### config.mk
export PLATFORM = sky130hd
export DESIGN_NAME = uart_tx_scheduler
export DESIGN_NICKNAME = d
export VERILOG_FILES = /design/src/rtl/uart_pkg.sv /design/src/rtl/uart_rr_arbiter.sv /design/src/rtl/uart_tx_scheduler.sv
export SDC_FILE = /design/constraint.sdc
export NUM_CORES = 1
export LEC_CHECK = 0
export ABC_AREA = 1
export CAP_MARGIN = 5
export CELL_PAD_IN_SITES_DETAIL_PLACEMENT = 0
export CELL_PAD_IN_SITES_GLOBAL_PLACEMENT = 1
export CORE_MARGIN = 2
export CORE_UTILIZATION = 45
export CTS_CLUSTER_DIAMETER = 120
export CTS_CLUSTER_SIZE = 14
export DETAILED_ROUTE_END_ITERATION = 8
export DONT_BUFFER_PORTS = 1
export GPL_TIMING_DRIVEN = 0
export PLACE_DENSITY_LB_ADDON = 0.3
export SYNTH_ARGS = -nofsm -noshare
export SYNTH_HDL_FRONTEND = slang
export SYNTH_SLANG_ARGS = --single-unit
### constraint.sdc
create_clock -name txclk -period 5.5 [get_ports txclk]
set_clock_uncertainty 0.1 [all_clocks]
set_input_delay 0.825 -clock txclk [delete_from_list [all_inputs] [get_ports txclk]]
set_output_delay 0.825 -clock txclk [all_outputs]
set_load 0.01 [all_outputs]
### src/rtl/uart_pkg.sv
// uart_pkg: shared constants and scheduler state type for the UART TX path
package uart_pkg;
  localparam int UART_DATA_W = 9;
  localparam int UART_FRAME_CYCLES = 14;
  typedef enum logic [1:0] {IDLE, SEND, GAP} sched_state_t;
endpackage

### src/rtl/uart_rr_arbiter.sv
// uart_rr_arbiter: combinational round-robin pick starting one past the last grant
//   req   in  NUM_REQ           pending requests
//   last  in  $clog2(NUM_REQ)   index granted most recently
//   grant out NUM_REQ           one-hot winner (zero when nothing is pending)
//   idx   out $clog2(NUM_REQ)   winner index
//   any   out 1                 some request is pending
module uart_rr_arbiter #(
  parameter int NUM_REQ = 4,
  localparam int IW = $clog2(NUM_REQ)
) (
  input  logic [NUM_REQ-1:0] req,
  input  logic [IW-1:0]      last,
  output logic [NUM_REQ-1:0] grant,
  output logic [IW-1:0]      idx,
  output logic               any
);
  int j;
  // Scan farthest offset first so the nearest valid index after last wins.
  always_comb begin
    j = 0;
    idx = '0;
    any = 1'b0;
    for (int k = NUM_REQ; k >= 1; k--) begin
      j = (int'(last) + k) % NUM_REQ;
      if (req[j[IW-1:0]]) begin
        idx = j[IW-1:0];
        any = 1'b1;
      end
    end
    grant = any ? NUM_REQ'(1) << idx : '0;
  end
endmodule

### src/rtl/uart_tx_scheduler.sv
// uart_tx_scheduler: round-robin sharing of one UART transmitter, frames timed by cycle count
//   txclk, reset             clock and synchronous active-high reset
//   req_valid/req_data       per-requester pending flag and packed word
//   req_ready                one-hot accept, only in IDLE
//   tx_enable/tx_data        transmitter drive, data held for the whole frame
//   busy, grant_id, frame_done status
module uart_tx_scheduler
  import uart_pkg::*;
#(
  parameter int NUM_REQ = 4,
  parameter int DATA_W = UART_DATA_W,
  parameter int FRAME_CYCLES = UART_FRAME_CYCLES,
  parameter int GAP_CYCLES = 2,
  localparam int IW = $clog2(NUM_REQ),
  localparam int CW = $clog2((FRAME_CYCLES > GAP_CYCLES ? FRAME_CYCLES : GAP_CYCLES) + 1)
) (
  input  logic                      txclk,
  input  logic                      reset,
  input  logic [NUM_REQ-1:0]        req_valid,
  input  logic [NUM_REQ*DATA_W-1:0] req_data,
  output logic [NUM_REQ-1:0]        req_ready,
  output logic                      tx_enable,
  output logic [DATA_W-1:0]         tx_data,
  output logic                      busy,
  output logic [IW-1:0]             grant_id,
  output logic                      frame_done
);
  if (GAP_CYCLES < 1 || NUM_REQ < 2) begin : g_bad_cfg
    $error("uart_tx_scheduler: GAP_CYCLES must be >=1 and NUM_REQ >=2");
  end
  sched_state_t state_q, state_d;
  logic [CW-1:0] cnt_q, cnt_d;
  logic [DATA_W-1:0] data_q, data_d;
  logic [IW-1:0] gid_q, gid_d, last_q, last_d, win_idx;
  logic done_q, done_d, win_any;
  logic [NUM_REQ-1:0] win_grant;
  uart_rr_arbiter #(.NUM_REQ(NUM_REQ)) u_arb (
    .req(req_valid),
    .last(last_q),
    .grant(win_grant),
    .idx(win_idx),
    .any(win_any)
  );
  always_comb begin
    state_d = state_q;
    cnt_d = cnt_q;
    data_d = data_q;
    gid_d = gid_q;
    last_d = last_q;
    done_d = 1'b0;
    unique case (state_q)
      IDLE: if (win_any) begin
        data_d = req_data[win_idx*DATA_W +: DATA_W];
        gid_d = win_idx;
        last_d = win_idx;
        cnt_d = '0;
        state_d = SEND;
      end
      SEND: begin
        cnt_d = cnt_q + 1'b1;
        if (cnt_q == CW'(FRAME_CYCLES - 1)) begin
          state_d = GAP;
          cnt_d = '0;
          done_d = 1'b1;
        end
      end
      GAP: begin
        cnt_d = cnt_q + 1'b1;
        if (cnt_q == CW'(GAP_CYCLES - 1)) begin
          state_d = IDLE;
          cnt_d = '0;
        end
      end
      default: state_d = IDLE;
    endcase
  end
  always_ff @(posedge txclk) begin
    if (reset) begin
      state_q <= IDLE;
      cnt_q <= '0;
      data_q <= '0;
      gid_q <= '0;
      last_q <= IW'(NUM_REQ - 1);
      done_q <= 1'b0;
    end else begin
      state_q <= state_d;
      cnt_q <= cnt_d;
      data_q <= data_d;
      gid_q <= gid_d;
      last_q <= last_d;
      done_q <= done_d;
    end
  end
  assign req_ready = (state_q == IDLE && !reset) ? win_grant : '0;
  assign tx_enable = state_q == SEND;
  assign busy = state_q != IDLE;
  assign tx_data = data_q;
  assign grant_id = gid_q;
  assign frame_done = done_q;
endmodule
# Yosys cells after proc, flatten, opt, wreduce, memory -nomap -nowiden
# Index checks and enable logic that the tools add are counted.
# classes
n_lt_le_gt_ge	4
reduce_logical	9
shift	2
bitwise	1
eq_ne	7
muxes	27
addsub	5
multipliers	1
# op_table
operator	count
variable part select 36 x 7 -> 9 bit	1
two-way mux 4 bit	5
two-way mux 2 bit	7
< comparator 2 x 3 -> 1 bit, second input constant	4
case mux 4 bit (3 select lines)	1
two-way mux 1 bit	9
binary-select mux 1 bit (select 2 bit)	4
multiplier 2 x 4 -> 6 bit, second input constant	1
case mux 2 bit (3 select lines)	1
adder 2 x 1 -> 2 bit, second input constant	2
adder 2 bit, second input constant	2
adder 4 x 1 -> 4 bit, second input constant	1
== test 4 x 1 -> 1 bit, second input constant	1
== test 4 bit, second input constant	1
!= test 2 x 1 -> 1 bit, second input constant	2
AND reduction 2 bit	2
left shift 1 x 2 -> 4 bit, first input constant	1
AND reduction 3 bit	1
nonzero test 3 bit	1
== test 2 x 1 -> 1 bit, second input constant	1
== test 2 bit, second input constant	1
zero test 2 bit	1
!= test 2 bit, second input constant	1
nonzero test 2 bit	1
other kinds (4)	4
# word_totals
wordCells	62
output_inout_bits	18
register_bits	20
in_bits	42

# Depth between registers and ports, before layout
# Gate-level depths: netlist of run 1.
# logic_depth
word_depth	10
depth_mapped	16
mapped_depth_nobuf	14

# Cells and area by module
# A second synthesis of run 1 with hierarchy kept.
# hier_totals
hier_cells	257
area_unflattened_um2	1566.5
# by_module_without_submodules
mod	n_inst	cells_per_inst	area_per_inst_um2
uart_tx_scheduler	1	197	1260.0
uart_rr_arbiter	1	60	306.5

# Worst setup path before layout of run 1
# OpenSTA, ideal clock, no wires.
# synth_path
path_type	input to output
startpoint	in req_valid[1]
endpoint	out req_ready[2]
n_path_buf	1
t_arrival_ns	1.988
stages	9
setup_slack_ns	2.587
cell_sequence	inv_1 > o21ai_1 > nand2_1 > nand2_2 > inv_4 > nand3_4 > nand2_4 > buf_6 > nor4_1
# synth_via
elab_chain_cells	9
word_cells_on_any_way	19
# synth_rtl
element	line_no	source
from (decl)	uart_tx_scheduler.sv:19	input logic [NUM_REQ-1:0] req_valid,
binary-select mux 1 bit (select 2 bit)	uart_rr_arbiter.sv:25	if (req[j[IW-1:0]]) begin
two-way mux 1 bit (not written as such)	uart_rr_arbiter.sv:25	
two-way mux 2 bit (4 in series)	uart_rr_arbiter.sv:25	
left shift 1 x 2 -> 4 bit	uart_rr_arbiter.sv:30	grant = any ? NUM_REQ'(1) << idx : '0;
two-way mux 4 bit (*)	uart_rr_arbiter.sv:30	
two-way mux 4 bit (*)	uart_tx_scheduler.sv:94	assign req_ready = (state_q == IDLE && !reset) ? win_grant : '0;
to (decl)	uart_tx_scheduler.sv:21	output logic [NUM_REQ-1:0] req_ready,
# Mark *: on every way between the ends. The rest lies on a longest branch, timed or not. The select of a mux whose other input is x is not followed.

# Worst setup path after layout of run 1
# Ends and elaborated chain as after synthesis.

==> results.ini, run 1 <==
[critical_path]
end_kind=output port
startpoint_type=input pin
crit_required_ns=4.58
critPathKind=input pin to output port
arrival_ns=2.24
critPathMaxFanout=10

[floorplan]
start_util_pct=46.6
io_pins=60
dieArea_um2=3910
dieWidth_um=62.5
rows=21
core_area_um2=3310
fp.dieH_um=62.5

[clock_tree]
holdBufCountCts=0
cts.clk_slew.worst_paths_ns=0.12
cts.sinks=20
insertion_delay_ns=0.31
numCtsBuffers=3
cts.path.max_buffers=2
cts_tree=built
cts_root_buffer=clkbuf_4
cts_setup_buffers=0
cts_resized=0
ctsHtreeMaxLevel=1

[drt]
drt_iter0_drc=62
drt-total-wl_um=3390
viasPerCell=4.75
drtAntennaViolNets=0
wl_per_cell_um=11.2
drc_errors=0
firstDrtPassIters=4
vias=1431

[power]
p_leak_nw=0.889
p_per_area_nw_per_um2=698
power_mw=1.15
vdd_drop_max_mv=0.297

[timing]
tightest_slew_ns=0.646
hold_slack_ns=0.395
rsz0062_at_grt=no
fin_setup_tns_ns=0
finalHoldViolCount=0
maxSlewHeadroom_pct=56.5
max_freq_mhz=316
slew_violations=0
finalSetupViolCount=0
worst_slack_ns=2.33
period_needed_ns=3.17
period_share_pct=57.6

[logic_synthesis]
synth-seq-cells=20
syn_nets=300
syn_area_per_cell_um2=6.14
ys_seq_area_share_pct=26.0
netlist_area_um2=1540
netlist_instances=251
yosys_warnings=0
synth_cell_types=26

[job]
drv_cap=0

[status]
status=complete, no violations

[final_layout]
fin_util_pct=49.9
fin_cells=301
fillers=381
antennaDiodeCount=0
fin_nets=305
drive_above_1_share_pct=12.9
stdcell_area_um2=1650
area_growth_pct=7.14

[global_route]
grt_max_degree=13
globalRoute.totalOverflow=0
grt_antenna_before_repair=0
first_global_vias=1288
grt_pass1_wl_um=5920
grt.total_usage_pct=18.3

[place]
place_ws_ns=2.33
gp_congestion=0.840
dp.final_hpwl_um=2690
place_area_um2=1600
io_buffer_count=0
place_inst=297

[min_path]
hold_path_class=flop to flop

==> cells in the mapped netlist <==
cell type	number	area, um2
buf_4	1	7.51
dfxtp_1	20	400
nor4_1	2	12.5
o21ai_1	2	10.0
o211a_1	1	10.0
nand2_2	9	56.3
clkbuf_1	1	3.75
a22oi_1	1	7.51
nand3_1	33	165
ha_1	7	87.6
nand3_2	1	10.0
inv_1	39	146
nand2_4	4	45.0
nand4_1	1	6.26
nor3_1	1	5.00
buf_6	4	45.0
nand2_1	63	236
nor2_2	1	6.26
o211ai_1	2	15.0
inv_4	2	12.5
nand3_4	1	17.5
nor2_1	27	101
nand2b_1	1	6.26
a21oi_1	14	70.1
inv_2	6	22.5
o21ai_0	7	35.0
==> layer usage <==
| layer | vias up | part of all wire [%] | global-route usage [%] |
|---|---|---|---|
| li1 | 793 | - | - |
| met1 | 585 | 48 | 23.5 |
| met2 | 48 | 43 | 29.7 |
| met3 | 5 | 7.1 | 4.50 |
| met4 | 0 | 1.4 | 6.67 |
| met5 | - | 0 | 0 |
==> final timing paths <==
path / startpoint / end / slack (ns) / cells after the start
worst max-delay path: req_valid[1] / req_ready[2] / 2.33 / 9
worst min-delay path: cnt_q[3] / frame_done / 0.39 / 2
worst max register to register: last_q[0] / tx_data[3] / 3.57 / 15
worst min register to register: cnt_q[3] / frame_done / 0.39 / 2
==> layout make-up <==
| class | instances | area [um2] | area share (%) |
|---|---|---|---|
| Clock inverter | 1 | 30.0 | 1.82 |
| Clock buffer | 3 | 22.5 | 1.36 |
| Buffer | 6 | 56.3 | 3.41 |
| Tap cell | 46 | 57.6 | 3.48 |
| Multi-Input combinational cell | 178 | 903 | 54.7 |
| Inverter | 47 | 181 | 11.0 |
| Sequential cell | 20 | 400 | 24.2 |
==> worst max-delay path: stages <==
cell and delay (ns):
inv_1 0.04, o21ai_1 0.20, nand2_1 0.11, nand2_2 0.09, inv_4 0.05, nand3_4 0.13, nand2_4 0.08, buf_6 0.14
nor4_1 0.55
==> layout by cell type (no fill, tap or decap), types with 6 or more instances in the layout <==
cell type / Yosys / routed
a21oi_1: 14 / 14
nand2_2: 9 / 9
inv_2: 6 / 6
nand3_1: 33 / 33
nor2_1: 27 / 27
nand2_1: 63 / 63
dfxtp_1: 20 / 20
o21ai_0: 7 / 7
inv_1: 39 / 39
ha_1: 7 / 7
==> kinds of logic (layout without fill, tap and decap cells) <==
logic type,after synthesis,after routing,share of synthesized area [%]
adders and majority gates,7,7,5.68
and+or+nand+nor,144,144,43.3
buffers and inverters,53,57,15.4
DFF,20,20,26.0
AOI/OAI and AO/OA,27,27,9.58
==> flip-flops by register name (all words and copies together) (netlist names) <==
register    flops
tx_data         9
cnt_q           4
grant_id        2
last_q          2
state_q         2
frame_done      1
==> power breakdown <==
group	total [mW]	leakage [nW]	switching, mW	internal [mW]
registers	0.253	0.165	0.0537	0.199
clock network	0.123	0.0279	0.0490	0.0737
logic	0.777	0.696	0.502	0.275
total	1.15	0.889	0.605	0.548
(Power assumes the default switching activity.)
==> run 2, diff against run 1 <==
--- a/config.mk
+++ b/config.mk
@@ -10,7 +10,7 @@
 export CELL_PAD_IN_SITES_DETAIL_PLACEMENT = 0
 export CELL_PAD_IN_SITES_GLOBAL_PLACEMENT = 1
 export CORE_MARGIN = 2
-export CORE_UTILIZATION = 45
+export CORE_UTILIZATION = 37
 export CTS_CLUSTER_DIAMETER = 120
 export CTS_CLUSTER_SIZE = 14
 export DETAILED_ROUTE_END_ITERATION = 8
==> constraint.sdc (replaced) <==
create_clock -name txclk -period 2.9 [get_ports txclk]
set_clock_uncertainty 0.1 [all_clocks]
set_input_delay 0.435 -clock txclk [delete_from_list [all_inputs] [get_ports txclk]]
set_output_delay 0.435 -clock txclk [all_outputs]
set_load 0.01 [all_outputs]
==> run 2 against run 1 <==
Against the previous run: utilization shrank 8.0 points; largest cell class unchanged; clock power is 130% higher; setup slack worse by 2.1 ns; largest power group unchanged; via count grew 1.3%.
==> results.ini, run 2 (synthesis gave the netlist of run 1 again) <==
[status]
status=complete, no violations

[power]
power_frac_seq_pct=21.3  ; -0.6 points
p_per_area_nw_per_um2=1350  ; +93%
switching_share_pct=51.9  ; -0.57 points
internal_power_mw=1.08  ; +98%
switchingPower_mw=1.17  ; +93%
vdd_drop_max_mv=0.466  ; +57%
p_leak_nw=0.897  ; +0.87%
p_comb_share_pct=66.0  ; -1.4 points
pwr-share-clk_pct=12.7  ; +2.1 points

[global_route]
grt_antenna_before_repair=0  ; unchanged
grt_pass1_wl_um=5720  ; -3.4%
globalRoute.totalOverflow=0  ; unchanged
grt.total_usage_pct=16.2  ; -2.1 points
first_global_vias=1321  ; +2.6%
grt_max_degree=13  ; unchanged

[clock_tree]
holdBufCountCts=0  ; unchanged
cts_resized=0  ; unchanged
ctsHtreeMaxLevel=1  ; unchanged
cts_root_buffer=clkbuf_8
cts_setup_buffers=0  ; unchanged
cts.path.max_buffers=2  ; unchanged
insertion_delay_ns=0.26  ; -0.05 ns
cts.clk_slew.worst_paths_ns=0.08  ; -0.04 ns
numCtsBuffers=3  ; unchanged
cts.sinks=20  ; unchanged
cts_tree=built

[final_layout]
mostFrequentLayoutCell=nand2_1
area_growth_pct=8.69
antennaDiodeCount=0  ; unchanged
drive_above_1_share_pct=12.9  ; unchanged
fillers=449  ; +18%
largest_reg_flops=9  ; unchanged
mostFrequentLayoutCells=nand2_1 (63), inv_1 (39), nand3_1 (33)
stdcell_area_um2=1680  ; +1.4%
fin_nets=305  ; unchanged

[floorplan]
rows=23  ; +9.5%
dieArea_um2=4700  ; +20%
dieWidth_um=68.5  ; +9.6%
core_area_um2=4000  ; +21%
io_pins=60  ; unchanged
start_util_pct=38.5  ; -8.0 points
fp.dieH_um=68.5  ; +9.6%

[place]
place_area_um2=1600  ; +0.31%
io_buffer_count=0  ; unchanged
gp_congestion=0.882  ; +4.9%
dp.final_hpwl_um=2780  ; +3.5%

[critical_path]
cp_top_family=simple AND/OR/NAND/NOR gates
crit_required_ns=2.37  ; -2.21 ns
arrival_ns=2.10  ; -0.14 ns
critPathMaxFanout=10  ; unchanged
critPathBufInv=4  ; +1
r2r_slack_ns=0.94  ; -2.63 ns
startpoint_type=flop
cpPeakStageDelay_ns=0.50  ; -0.05 ns
path_cells=buf_6 > inv_4 > nand2_1 > nand2_1 > nand2_1 > nand2_2 > inv_4 > nand2_2 > nand2_4 > nand2_4 > buf_6 > nor4_1
crit_top_cell=nand2_1
end_kind=output port
critPathSlowestCell=nor4_1
critPathKind=flop to output port

[drt]
drtAntennaViolNets=0  ; unchanged
wl_per_cell_um=11.8  ; +5.3%
firstDrtPassIters=4  ; unchanged
viasPerCell=4.75  ; about the same
vias=1450  ; +1.3%
drc_errors=0  ; unchanged
drt-total-wl_um=3610  ; +6.7%
drt_iter0_drc=46  ; -26%

[timing]
rsz0062_at_grt=no
period_needed_ns=2.64
finalSetupViolCount=0  ; unchanged
max_freq_mhz=379
tightest_slew_ns=0.576  ; -0.0702 ns
finalHoldViolCount=0  ; unchanged
fin_setup_tns_ns=0  ; unchanged
slew_violations=0  ; unchanged
period_share_pct=90.9
maxSlewHeadroom_pct=61.3  ; +4.7 points

[job]
drv_cap=0  ; unchanged

[min_path]
hold_path_class=input pin to flop

-- run 2: power groups by stage --
stage / Sequential (mW) / Clock [mW] / Combinational, mW
5_1_grt: 0.496 / 0.305 / 1.72
4_1_cts: 0.481 / 0.295 / 1.51
6_report: 0.480 / 0.287 / 1.49
2_1_floorplan: 0.467 / 0 / 1.23
3_5_place_dp: 0.488 / 0 / 1.51
3_3_place_gp: 0.488 / 0 / 1.50
-- run 2: final cells by class --
cell class | instances | area, um2 | area share (%)
well taps | 50 | 62.6 | 3.73
plain buffers | 6 | 56.3 | 3.36
multi-input cells | 178 | 903 | 53.9
clock inverters | 1 | 30.0 | 1.79
inverters | 47 | 181 | 10.8
clock buffers | 3 | 41.3 | 2.46
flip-flops and latches | 20 | 400 | 23.9
-- run 2: path summary, 6_finish.rpt --
check,start,to,cells past startpoint
max,last_q[0],req_ready[2],12
min,req_data[28],tx_data[1],2
max reg2reg,last_q[0],tx_data[5],15
min reg2reg,cnt_q[3],frame_done,2
-- run 2: per-layer routing --
layer | part of all wire [%] | track usage [%] | wire length [um] | up-vias
met5 | 0 | 0 | 0 | -
met4 | 1.3 | 5.25 | 48 | 0
met3 | 7.3 | 3.90 | 263 | 5
met2 | 47 | 28.4 | 1700 | 45
met1 | 44 | 19.2 | 1600 | 613
li1 | - | - | - | 787
-- run 2: metrics by stage --
step	util, %	total power [mW]	hold WS [ns]	instances	worst slack [ns]
after floorplan	-	1.70	0.350	251	0.767
after global placement	40.1	1.99	0.374	301	0.482
after detailed placement	40.1	1.99	0.365	301	0.487
after CTS	41.9	2.29	0.198	305	0.211
after global routing	41.9	2.52	0.218	305	0.0826
final	41.9	2.25	0.205	305	0.263
==> run 3, diff against run 2 <==
--- a/config.mk
+++ b/config.mk
@@ -11,7 +11,7 @@
 export CELL_PAD_IN_SITES_GLOBAL_PLACEMENT = 1
 export CORE_MARGIN = 2
 export CORE_UTILIZATION = 37
-export CTS_CLUSTER_DIAMETER = 120
+export CTS_CLUSTER_DIAMETER = 80
 export CTS_CLUSTER_SIZE = 14
 export DETAILED_ROUTE_END_ITERATION = 8
 export DONT_BUFFER_PORTS = 1
==> results of run 3 <==
No change in the layout: final DEF, timing and power equal those of run 2.
